`config.mk`:
```
export PLATFORM = sky130hd
export DESIGN_NAME = dequant
export DESIGN_NICKNAME = d
export VERILOG_FILES = /design/src/rtl/dequant_pkg.sv /design/src/rtl/dequant_fifo2.sv /design/src/rtl/dequant.sv
export SDC_FILE = /design/constraint.sdc
export NUM_CORES = 1
export LEC_CHECK = 0
export CAP_MARGIN = 10
export CORE_MARGIN = 4
export CORE_UTILIZATION = 45
export CTS_CLUSTER_DIAMETER = 60
export DETAILED_ROUTE_END_ITERATION = 10
export PLACE_DENSITY = 0.71
export SKIP_LAST_GASP = 1
export SYNTH_ARGS = -nofsm -noshare
export SYNTH_HDL_FRONTEND = slang
export SYNTH_HIERARCHICAL = 1
export SYNTH_SLANG_ARGS = --single-unit
```
`constraint.sdc`:
```
create_clock -name clk_i -period 2.2 [get_ports clk_i]
set_input_delay 0.44 -clock clk_i [delete_from_list [all_inputs] [get_ports clk_i]]
set_output_delay 0.44 -clock clk_i [all_outputs]
set_load 0.1 [all_outputs]
```
`src/rtl/dequant_pkg.sv`:
```
// rtl/dequant_pkg.sv - shared widths and saturation limits for the dequantizer
package dequant_pkg;

    localparam int I_BW     = 8;
    localparam int O_BW     = 16;
    localparam int SHIFT_BW = 4;
    localparam int CNT_BW   = 16;

    // Widest shifted value: 8b input shifted by up to 15 fits in 24b signed.
    localparam int XW = 24;

    localparam logic signed [O_BW-1:0] SAT_MAX = 16'sh7FFF;
    localparam logic signed [O_BW-1:0] SAT_MIN = 16'sh8000;

    localparam logic [CNT_BW-1:0] CNT_MAX = {CNT_BW{1'b1}};

endpackage

```
`src/rtl/dequant_fifo2.sv`:
```
// rtl/dequant_fifo2.sv - two-entry {last, data} output buffer with registered head
module dequant_fifo2
    import dequant_pkg::*;
(
    input  logic            clk,
    input  logic            rst,
    input  logic            push,
    input  logic            push_last,
    input  logic [O_BW-1:0] push_data,
    input  logic            pop,
    output logic            valid,
    output logic            ready,
    output logic            last,
    output logic [O_BW-1:0] data
);

    logic [1:0]      count;
    logic [O_BW-1:0] tail_data;
    logic            tail_last;
    logic            live;
    logic            push_ok;
    logic            pop_ok;

    // live holds ready low for as long as reset is asserted
    assign valid   = (count != 2'd0);
    assign ready   = live && (count != 2'd2);
    assign push_ok = push && ready;
    assign pop_ok  = pop && valid;

    // head entry drives the outputs directly; tail only fills when head is busy
    always_ff @(posedge clk or posedge rst) begin
        if (rst) begin
            count     <= 2'd0;
            data      <= '0;
            last      <= 1'b0;
            tail_data <= '0;
            tail_last <= 1'b0;
            live      <= 1'b0;
        end else begin
            live <= 1'b1;
            if (pop_ok && count == 2'd2) begin
                data <= tail_data;
                last <= tail_last;
            end
            if (push_ok) begin
                if (count == 2'd0 || (count == 2'd1 && pop_ok)) begin
                    data <= push_data;
                    last <= push_last;
                end else begin
                    tail_data <= push_data;
                    tail_last <= push_last;
                end
            end
            count <= count + {1'b0, push_ok} - {1'b0, pop_ok};
        end
    end

endmodule

```
`src/rtl/dequant.sv`:
```
// rtl/dequant.sv - sign-extend, left-shift and saturate an 8b stream to 16b
module dequant
    import dequant_pkg::*;
(
    input  logic                clk_i,
    input  logic                rst_i,
    input  logic                en_i,
    input  logic [SHIFT_BW-1:0] shift_i,
    input  logic                wr_en,
    input  logic                sat_clr_i,
    input  logic [I_BW-1:0]     data_i,
    input  logic                valid_i,
    input  logic                last_i,
    output logic                ready_o,
    output logic [O_BW-1:0]     data_o,
    output logic                valid_o,
    output logic                last_o,
    input  logic                ready_i,
    output logic [CNT_BW-1:0]   sat_cnt_o
);

    logic [SHIFT_BW-1:0] shift_pending;
    logic [SHIFT_BW-1:0] shift_active;
    logic                in_frame;
    logic                in_frame_next;
    logic                accept_en;
    logic signed [XW-1:0] x;
    logic signed [XW-1:0] p;
    logic                sat_hi;
    logic                sat_lo;
    logic                sat_beat;
    logic [O_BW-1:0]     result;

    // Dropped beats (en_i low) still handshake but never reach the buffer.
    assign accept_en = valid_i && ready_o && en_i;

    assign x      = {{(XW-I_BW){data_i[I_BW-1]}}, data_i};
    assign p      = x <<< shift_active;
    assign sat_hi = (p > 24'sd32767);
    assign sat_lo = (p < -24'sd32768);
    assign sat_beat = accept_en && (sat_hi || sat_lo);

    // clamp to the 16b range; -32768 exactly passes through unflagged
    always_comb begin
        result = p[O_BW-1:0];
        if (sat_hi) begin
            result = SAT_MAX;
        end else if (sat_lo) begin
            result = SAT_MIN;
        end
    end

    assign in_frame_next = accept_en ? !last_i : in_frame;

    // Shift register pair: the active value only follows pending between frames.
    always_ff @(posedge clk_i or posedge rst_i) begin
        if (rst_i) begin
            shift_pending <= '0;
            shift_active  <= '0;
            in_frame      <= 1'b0;
        end else begin
            if (wr_en) begin
                shift_pending <= shift_i;
            end
            if (!in_frame_next) begin
                shift_active <= shift_pending;
            end
            in_frame <= in_frame_next;
        end
    end

    // saturation counter: clear wins over count, but a saturated beat in the clear cycle counts
    always_ff @(posedge clk_i or posedge rst_i) begin
        if (rst_i) begin
            sat_cnt_o <= '0;
        end else if (sat_clr_i) begin
            sat_cnt_o <= sat_beat ? {{(CNT_BW-1){1'b0}}, 1'b1} : '0;
        end else if (sat_beat && sat_cnt_o != CNT_MAX) begin
            sat_cnt_o <= sat_cnt_o + 1'b1;
        end
    end

    dequant_fifo2 u_fifo (
        .clk       (clk_i),
        .rst       (rst_i),
        .push      (accept_en),
        .push_last (last_i),
        .push_data (result),
        .pop       (ready_i),
        .valid     (valid_o),
        .ready     (ready_o),
        .last      (last_o),
        .data      (data_o)
    );

endmodule
```
==> metrics.yaml, run 1 <==
sta:
  min_period_ns: 2.42
  setup_viol: 46
  worst_slew_pin_slew_ns: 0.768
  hold_violations: 0
  rsz0062_at_grt: "true"
  fin_ws_ns: -0.219
  slew_viol_final: 0
  finClkSkew_ns: 0.00701
  post-route-period-util_pct: 110
  max_freq_ghz: 0.413
  timing.max_slew.rel_slack_pct: 48.6
  setup_tns_ns: -5.61
clock_tree:
  cts_buffers: 9
  cts-root-buf: "clkbuf_8"
  htree_levels: 3
  insertion_delay_ns: 0.34
  cts.sinks: 62
  clockBufferDepth: 2
  cts_tree: "built"
  clk_pin_slew_ns: 0.07
synthesis:
  yosys-top-cells-count: "62 x dfrtp_1, 45 x mux2_2, 25 x o21ai_0"
  async_reset_ff_share_pct: 100
  syn-instance-count: 340
  syn_avg_cell_area_um2: 11.0
  synth_most_common_cell: "dfrtp_1"
  yosysSeqAreaShare_pct: 41.3
  syn_area_um2: 3750
  synth.area.top_cells: "dfrtp_1 41%, mux2_2 14%, mux2_4 8.8%, o21ai_0 3.3%, a21oi_1 2.9%"
  yosysTopAreaCell: "dfrtp_1"
  synth_edf_count: 0
  ys.flop_type: "dfrtp_1"
  synth_nets: 362
  yosysTopAreaCellShare_pct: 41.3
  ys_types: 57
  synth.ff_latch_count: 62
  yosysWarningCount: 6
critical_path:
  critPathSlowestCell: "clkdlybuf4s50_1"
  crit_type: "in2reg"
  worst_setup_path_start_kind: "input port"
  cpPeakStageDelay_ns: 0.48
  path_cells: "clkdlybuf4s50_1 > mux2_2 > mux2i_2 > a211o_2 > o311ai_4 > a21o_4 > or4b_1 > a21oi_1"
  r2r_slack_ns: -0.22
  cp_num_buf_inv: 1
  rr_startpoint: "shift_active[0]"
  critical_path_arrival_ns: 2.67
  setup.worst_path.start: "data_i[7]"
  crit_family: "compound AO/OA/AOI/OAI gates"
  endpoint_kind: "flip-flop"
  critPathRequiredTime_ns: 2.45
  cp.depth: 8
  r2r-end: "sat_cnt_o[3]"
  reg2regPathDepth: 9
  timing.critical_path.fanout_max: 7
  crit_end: "sat_cnt_o[3]"
placement:
  post-dp-hpwl_mm: 6.40
  io_buffers: 54
  dp_slack_ns: -0.610
  place.gp.congestion: 0.873
pwr:
  p_per_area_nw_per_um2: 1310
  ir_drop_mv: 0.485
  power_leakage_nw: 2.27
final_layout:
  area_growth_pct: 37.7
  diodes: 0
  layout.nets: 465
  drive_above_1_share_pct: 54.5
floorplanning:
  coreArea_um2: 8180
  die_area_um2: 9860
  initial_utilization_pct: 45.9
  die_h_um: 99.3
  num_io_pins: 55
  rows: 33
  die_w_um: 99.3
grt:
  grt_max_degree: 38
  grt_util_met3_pct: 4.56
  grt_pass1_wl_mm: 15.4
  antenna_found_initial: 0
  grt.met2_usage_pct: 32.9
  track_usage_pct: 19.6
  busiest_layer: "met2"
  overflow: 0
  gr-usage-met1_pct: 25.5
  grt_pass1_vias: 3038
routing:
  dr.pass1.iters: 4
  drc_errors: 0
  num_vias: 3074
  wl_per_cell_um: 17.0
  wl_mm: 9.40
  drt_iter0_markers: 126
  vias_per_cell: 5.56
  ant_nets: 0
status:
  outcome: "complete, but fails checks"
  violations: "setup timing"
job:
  max-cap-violations: 0
hold_path:
  hp-class: "in2async"
per-layer routing:
metal | wire, µm | vias up
met4 | 57 | 0
met1 | 4090 | 1519
li1 | - | 1469
met2 | 4830 | 80
met5 | 0 | -
met3 | 429 | 6
tightest hold or removal path, cell delays in order:
cell	delay (ns)
clkdlybuf4s50_1	0.42
inv_1	0.08
buf_4	0.20
cell families (layout without fill, tap and decap cells):
kind of cell	Yosys count	after routing	share of synthesized area, %
buffers and inverters	34	139	5.17
AND/OR/NAND/NOR	80	80	11.7
adder cells (fa/ha/maj)	2	2	0.667
AO/OA/AOI/OAI	84	87	16.0
XOR/XNOR	3	3	0.700
multiplexers	74	74	24.3
flip-flops	62	62	41.3
other	1	1	0.0999
worst min path at each step:
stage / from / endpoint / slack (ns) / cells after the start
2_1_floorplan: rst_i / in_frame / 0.47 / 1
3_3_place_gp: u_fifo/tail_last / u_fifo/tail_last / 0.49 / 1
3_5_place_dp: u_fifo/tail_data[2] / u_fifo/tail_data[2] / 0.49 / 1
4_1_cts: rst_i / sat_cnt_o[3] / 0.43 / 3
5_1_grt: rst_i / sat_cnt_o[2] / 0.47 / 3
6_report: rst_i / sat_cnt_o[5] / 0.44 / 3
power by group:
part,switching (mW),total (mW),internal [mW]
logic,2.47,4.18,1.71
registers,0.227,1.72,1.49
clock network,0.436,0.870,0.434
state kept, by name, summed over array words and instances, names as in the netlist:
register / count
u_fifo/data: 16
u_fifo/tail_data: 16
u_fifo/last: 1
u_fifo/count: 2
u_fifo/live: 1
shift_active: 4
in_frame: 1
shift_pending: 4
sat_cnt_o: 16
u_fifo/tail_last: 1
cell type report:
cell class / instances / area, µm²
Tap cell: 105 / 131
Inverter: 14 / 52.6
Sequential cell: 62 / 1600
Multi-Input combinational cell: 247 / 2280
Fill cell: 667 / 3010
Timing Repair Buffer: 109 / 941
Clock inverter: 4 / 22.5
Clock buffer: 12 / 145
cell usage in the layout, fill, tap and decap left out, types with 11 or more instances in the layout:
master / n
a21oi_1: 17
buf_4: 79
clkdlybuf4s50_1: 15
dfrtp_1: 46
inv_1: 11
mux2_2: 41
mux2_4: 26
nand2_1: 18
nor2_1: 12
o21ai_0: 11
per-stage QoR:
stage | std cells | power (mW) | util (%) | hold slack [ns] | instance area [µm²]
4_1_cts | 550 | 6.58 | 61.8 | 0.430 | 5050
5_1_grt | 553 | 7.12 | 63.2 | 0.472 | 5170
3_3_place_gp | 522 | 5.37 | 56.9 | 0.486 | 4650
6_report | 553 | 6.77 | 63.2 | 0.440 | 5170
2_1_floorplan | 340 | 4.50 | - | 0.467 | 3840
3_5_place_dp | 522 | 5.44 | 56.9 | 0.494 | 4650
what timing repair did:
item,CTS,global route
endpoints found under the setup margin,43,46
endpoints found under the hold margin,0,0
hold buffers,0,0
resized for setup,41,30
setup buffers,11,3
pin swaps,23,7
gates cloned,4,0
Note: power is estimated with default switching activity, not from simulation.
==> run 2: changes to the inputs <==
--- a/config.mk
+++ b/config.mk
@@ -7,10 +7,10 @@
 export LEC_CHECK = 0
 export CAP_MARGIN = 10
 export CORE_MARGIN = 4
-export CORE_UTILIZATION = 45
+export CORE_UTILIZATION = 30
 export CTS_CLUSTER_DIAMETER = 60
 export DETAILED_ROUTE_END_ITERATION = 10
-export PLACE_DENSITY = 0.71
+export GPL_ROUTABILITY_DRIVEN = 0
 export SKIP_LAST_GASP = 1
 export SYNTH_ARGS = -nofsm -noshare
 export SYNTH_HDL_FRONTEND = slang
==> run 2 against run 1 <==
Net effect:
- the run still ends with setup timing left
- critical path depth up 1
- die area up 46%
- worst setup slack worse by 0.011 ns
- power up 14%
- first-iteration DRC count down 9.5%
- sequential power about the same
- clock skew down 0.0016 ns
- core utilization down 17 points
- cell count up 13%
- critical path type unchanged
- largest cell class unchanged
- largest power group unchanged
==> metrics.yaml, run 2 (same netlist as run 1, synthesis figures left out) <==
critical_path:
  r2r_slack_ns: -0.22
  setup.worst_path.start: "data_i[3]"
  crit_end: "sat_cnt_o[13]"
  crit_type: "in2reg"
  critPathRequiredTime_ns: 2.45
  reg2regPathDepth: 9
  timing.critical_path.fanout_max: 7
  worst_setup_path_start_kind: "input port"
  endpoint_kind: "flip-flop"
  rr_startpoint: "shift_active[0]"
  r2r-end: "sat_cnt_o[13]"
  critical_path_arrival_ns: 2.68
clock_tree:
  htree_levels: 3
  cts-root-buf: "clkbuf_16"
  cts.sinks: 62
  cts_buffers: 9
  clk_pin_slew_ns: 0.05
  clockBufferDepth: 2
  cts_tree: "built"
  holdBufCountCts: 0
  insertion_delay_ns: 0.33
floorplanning:
  num_io_pins: 55
  die_w_um: 120
  coreArea_um2: 12100
  die_area_um2: 14400
  initial_utilization_pct: 31.0
  die_h_um: 120
  rows: 40
sta:
  timing.max_slew.rel_slack_pct: 55.9
  fin_ws_ns: -0.230
  finClkSkew_ns: 0.00536
  hold_violations: 0
  min_period_ns: 2.43
  slew_viol_final: 0
  max_freq_ghz: 0.411
  worst_slew_pin_slew_ns: 0.661
  post-route-period-util_pct: 110
  rsz0062_at_grt: "true"
  setup_viol: 44
  setup_tns_ns: -5.93
  worst_hold_slack_ns: 0.502
final_layout:
  layout_common_cells: "79 x buf_4, 45 x dfrtp_1, 35 x mux2_2"
  drive_above_1_share_pct: 55.9
  final_area_um2: 5630
  utilization_pct: 46.5
  layout_commonest_cell: "buf_4"
  diodes: 0
  layout.nets: 473
  reg_top3: "sat_cnt_o (16), u_fifo/data (16), u_fifo/tail_data (16)"
  area_growth_pct: 50.1
pwr:
  power_mw: 7.74
  power_leakage_nw: 2.45
  ir_drop_mv: 0.394
  p_per_area_nw_per_um2: 1370
grt:
  grt_pass1_vias: 3211
  grt_pass1_wl_mm: 16.1
  grt_max_degree: 38
  track_usage_pct: 13.9
  overflow: 0
  antenna_found_initial: 0
status:
  outcome: "complete, but fails checks"
  violations: "setup timing"
routing:
  vias_per_cell: 5.00
  dr.pass1.iters: 4
  num_vias: 3119
  drc_errors: 0
  ant_nets: 0
  wl_per_cell_um: 16.2
  wl_mm: 10.1
  drt_iter0_markers: 114
job:
  max-cap-violations: 0
hold_path:
  hp-class: "reg2reg"
placement:
  post-dp-hpwl_mm: 6.90
  io_buffers: 54
  placed_area_um2: 4760
==> run 2: final cells by class <==
type | count | area [µm²]
fill | 1117 | 6480
multi-input combinational | 247 | 2370
sequential | 62 | 1600
timing repair buffer | 117 | 1070
clock buffer | 11 | 253
tap | 168 | 210
clock inverter | 5 | 81.3
inverter | 14 | 52.6
==> run 2: worst min path at each step <==
stage	cells past startpoint	start	endpoint
floorplan	1	rst_i	in_frame
detailed placement	1	u_fifo/tail_data[4]	u_fifo/tail_data[4]
CTS	1	u_fifo/tail_data[4]	u_fifo/tail_data[4]
global placement	1	u_fifo/tail_data[15]	u_fifo/tail_data[15]
global route	1	u_fifo/tail_data[2]	u_fifo/tail_data[2]
finish	1	u_fifo/tail_data[2]	u_fifo/tail_data[2]
==> run 2: through the flow <==
stage	std cells	setup slack (ns)
after floorplan	340	-0.228
after global placement	585	-0.525
after detailed placement	585	-0.547
after CTS	617	-0.153
after global routing	624	-0.327
final	624	-0.230
==> run 2: what timing repair did <==
| item | 4_1_cts | 5_1_grt |
|---|---|---|
| setup endpoints to repair | 46 | 46 |
| resized for setup | 43 | 48 |
| setup buffers | 14 | 6 |
| cloned | 3 | 1 |
| pin swaps | 9 | 15 |
==> run 2: power by group <==
part | total, mW | internal [mW] | switching, mW
Sequential | 1.74 | 1.50 | 0.248
Clock | 1.57 | 1.05 | 0.514
Combinational | 4.43 | 1.90 | 2.53
==> run 2: critical path, stage by stage <==
cell and delay [ns]:
clkdlybuf4s50_1 0.49, mux2_2 0.32, nand2_1 0.10, o32a_4 0.17
o311ai_4 0.15, buf_4 0.17, a21o_4 0.22, or4_1 0.46
a21oi_1 0.14
==> run 2: per-layer routing <==
layer | routed length, µm | up-vias | global-route usage [%]
met5 | 0 | - | 0
met4 | 133 | 0 | 4.94
met3 | 452 | 11 | 3.77
met2 | 5160 | 72 | 23.3
met1 | 4360 | 1553 | 17.2
li1 | - | 1483 | -
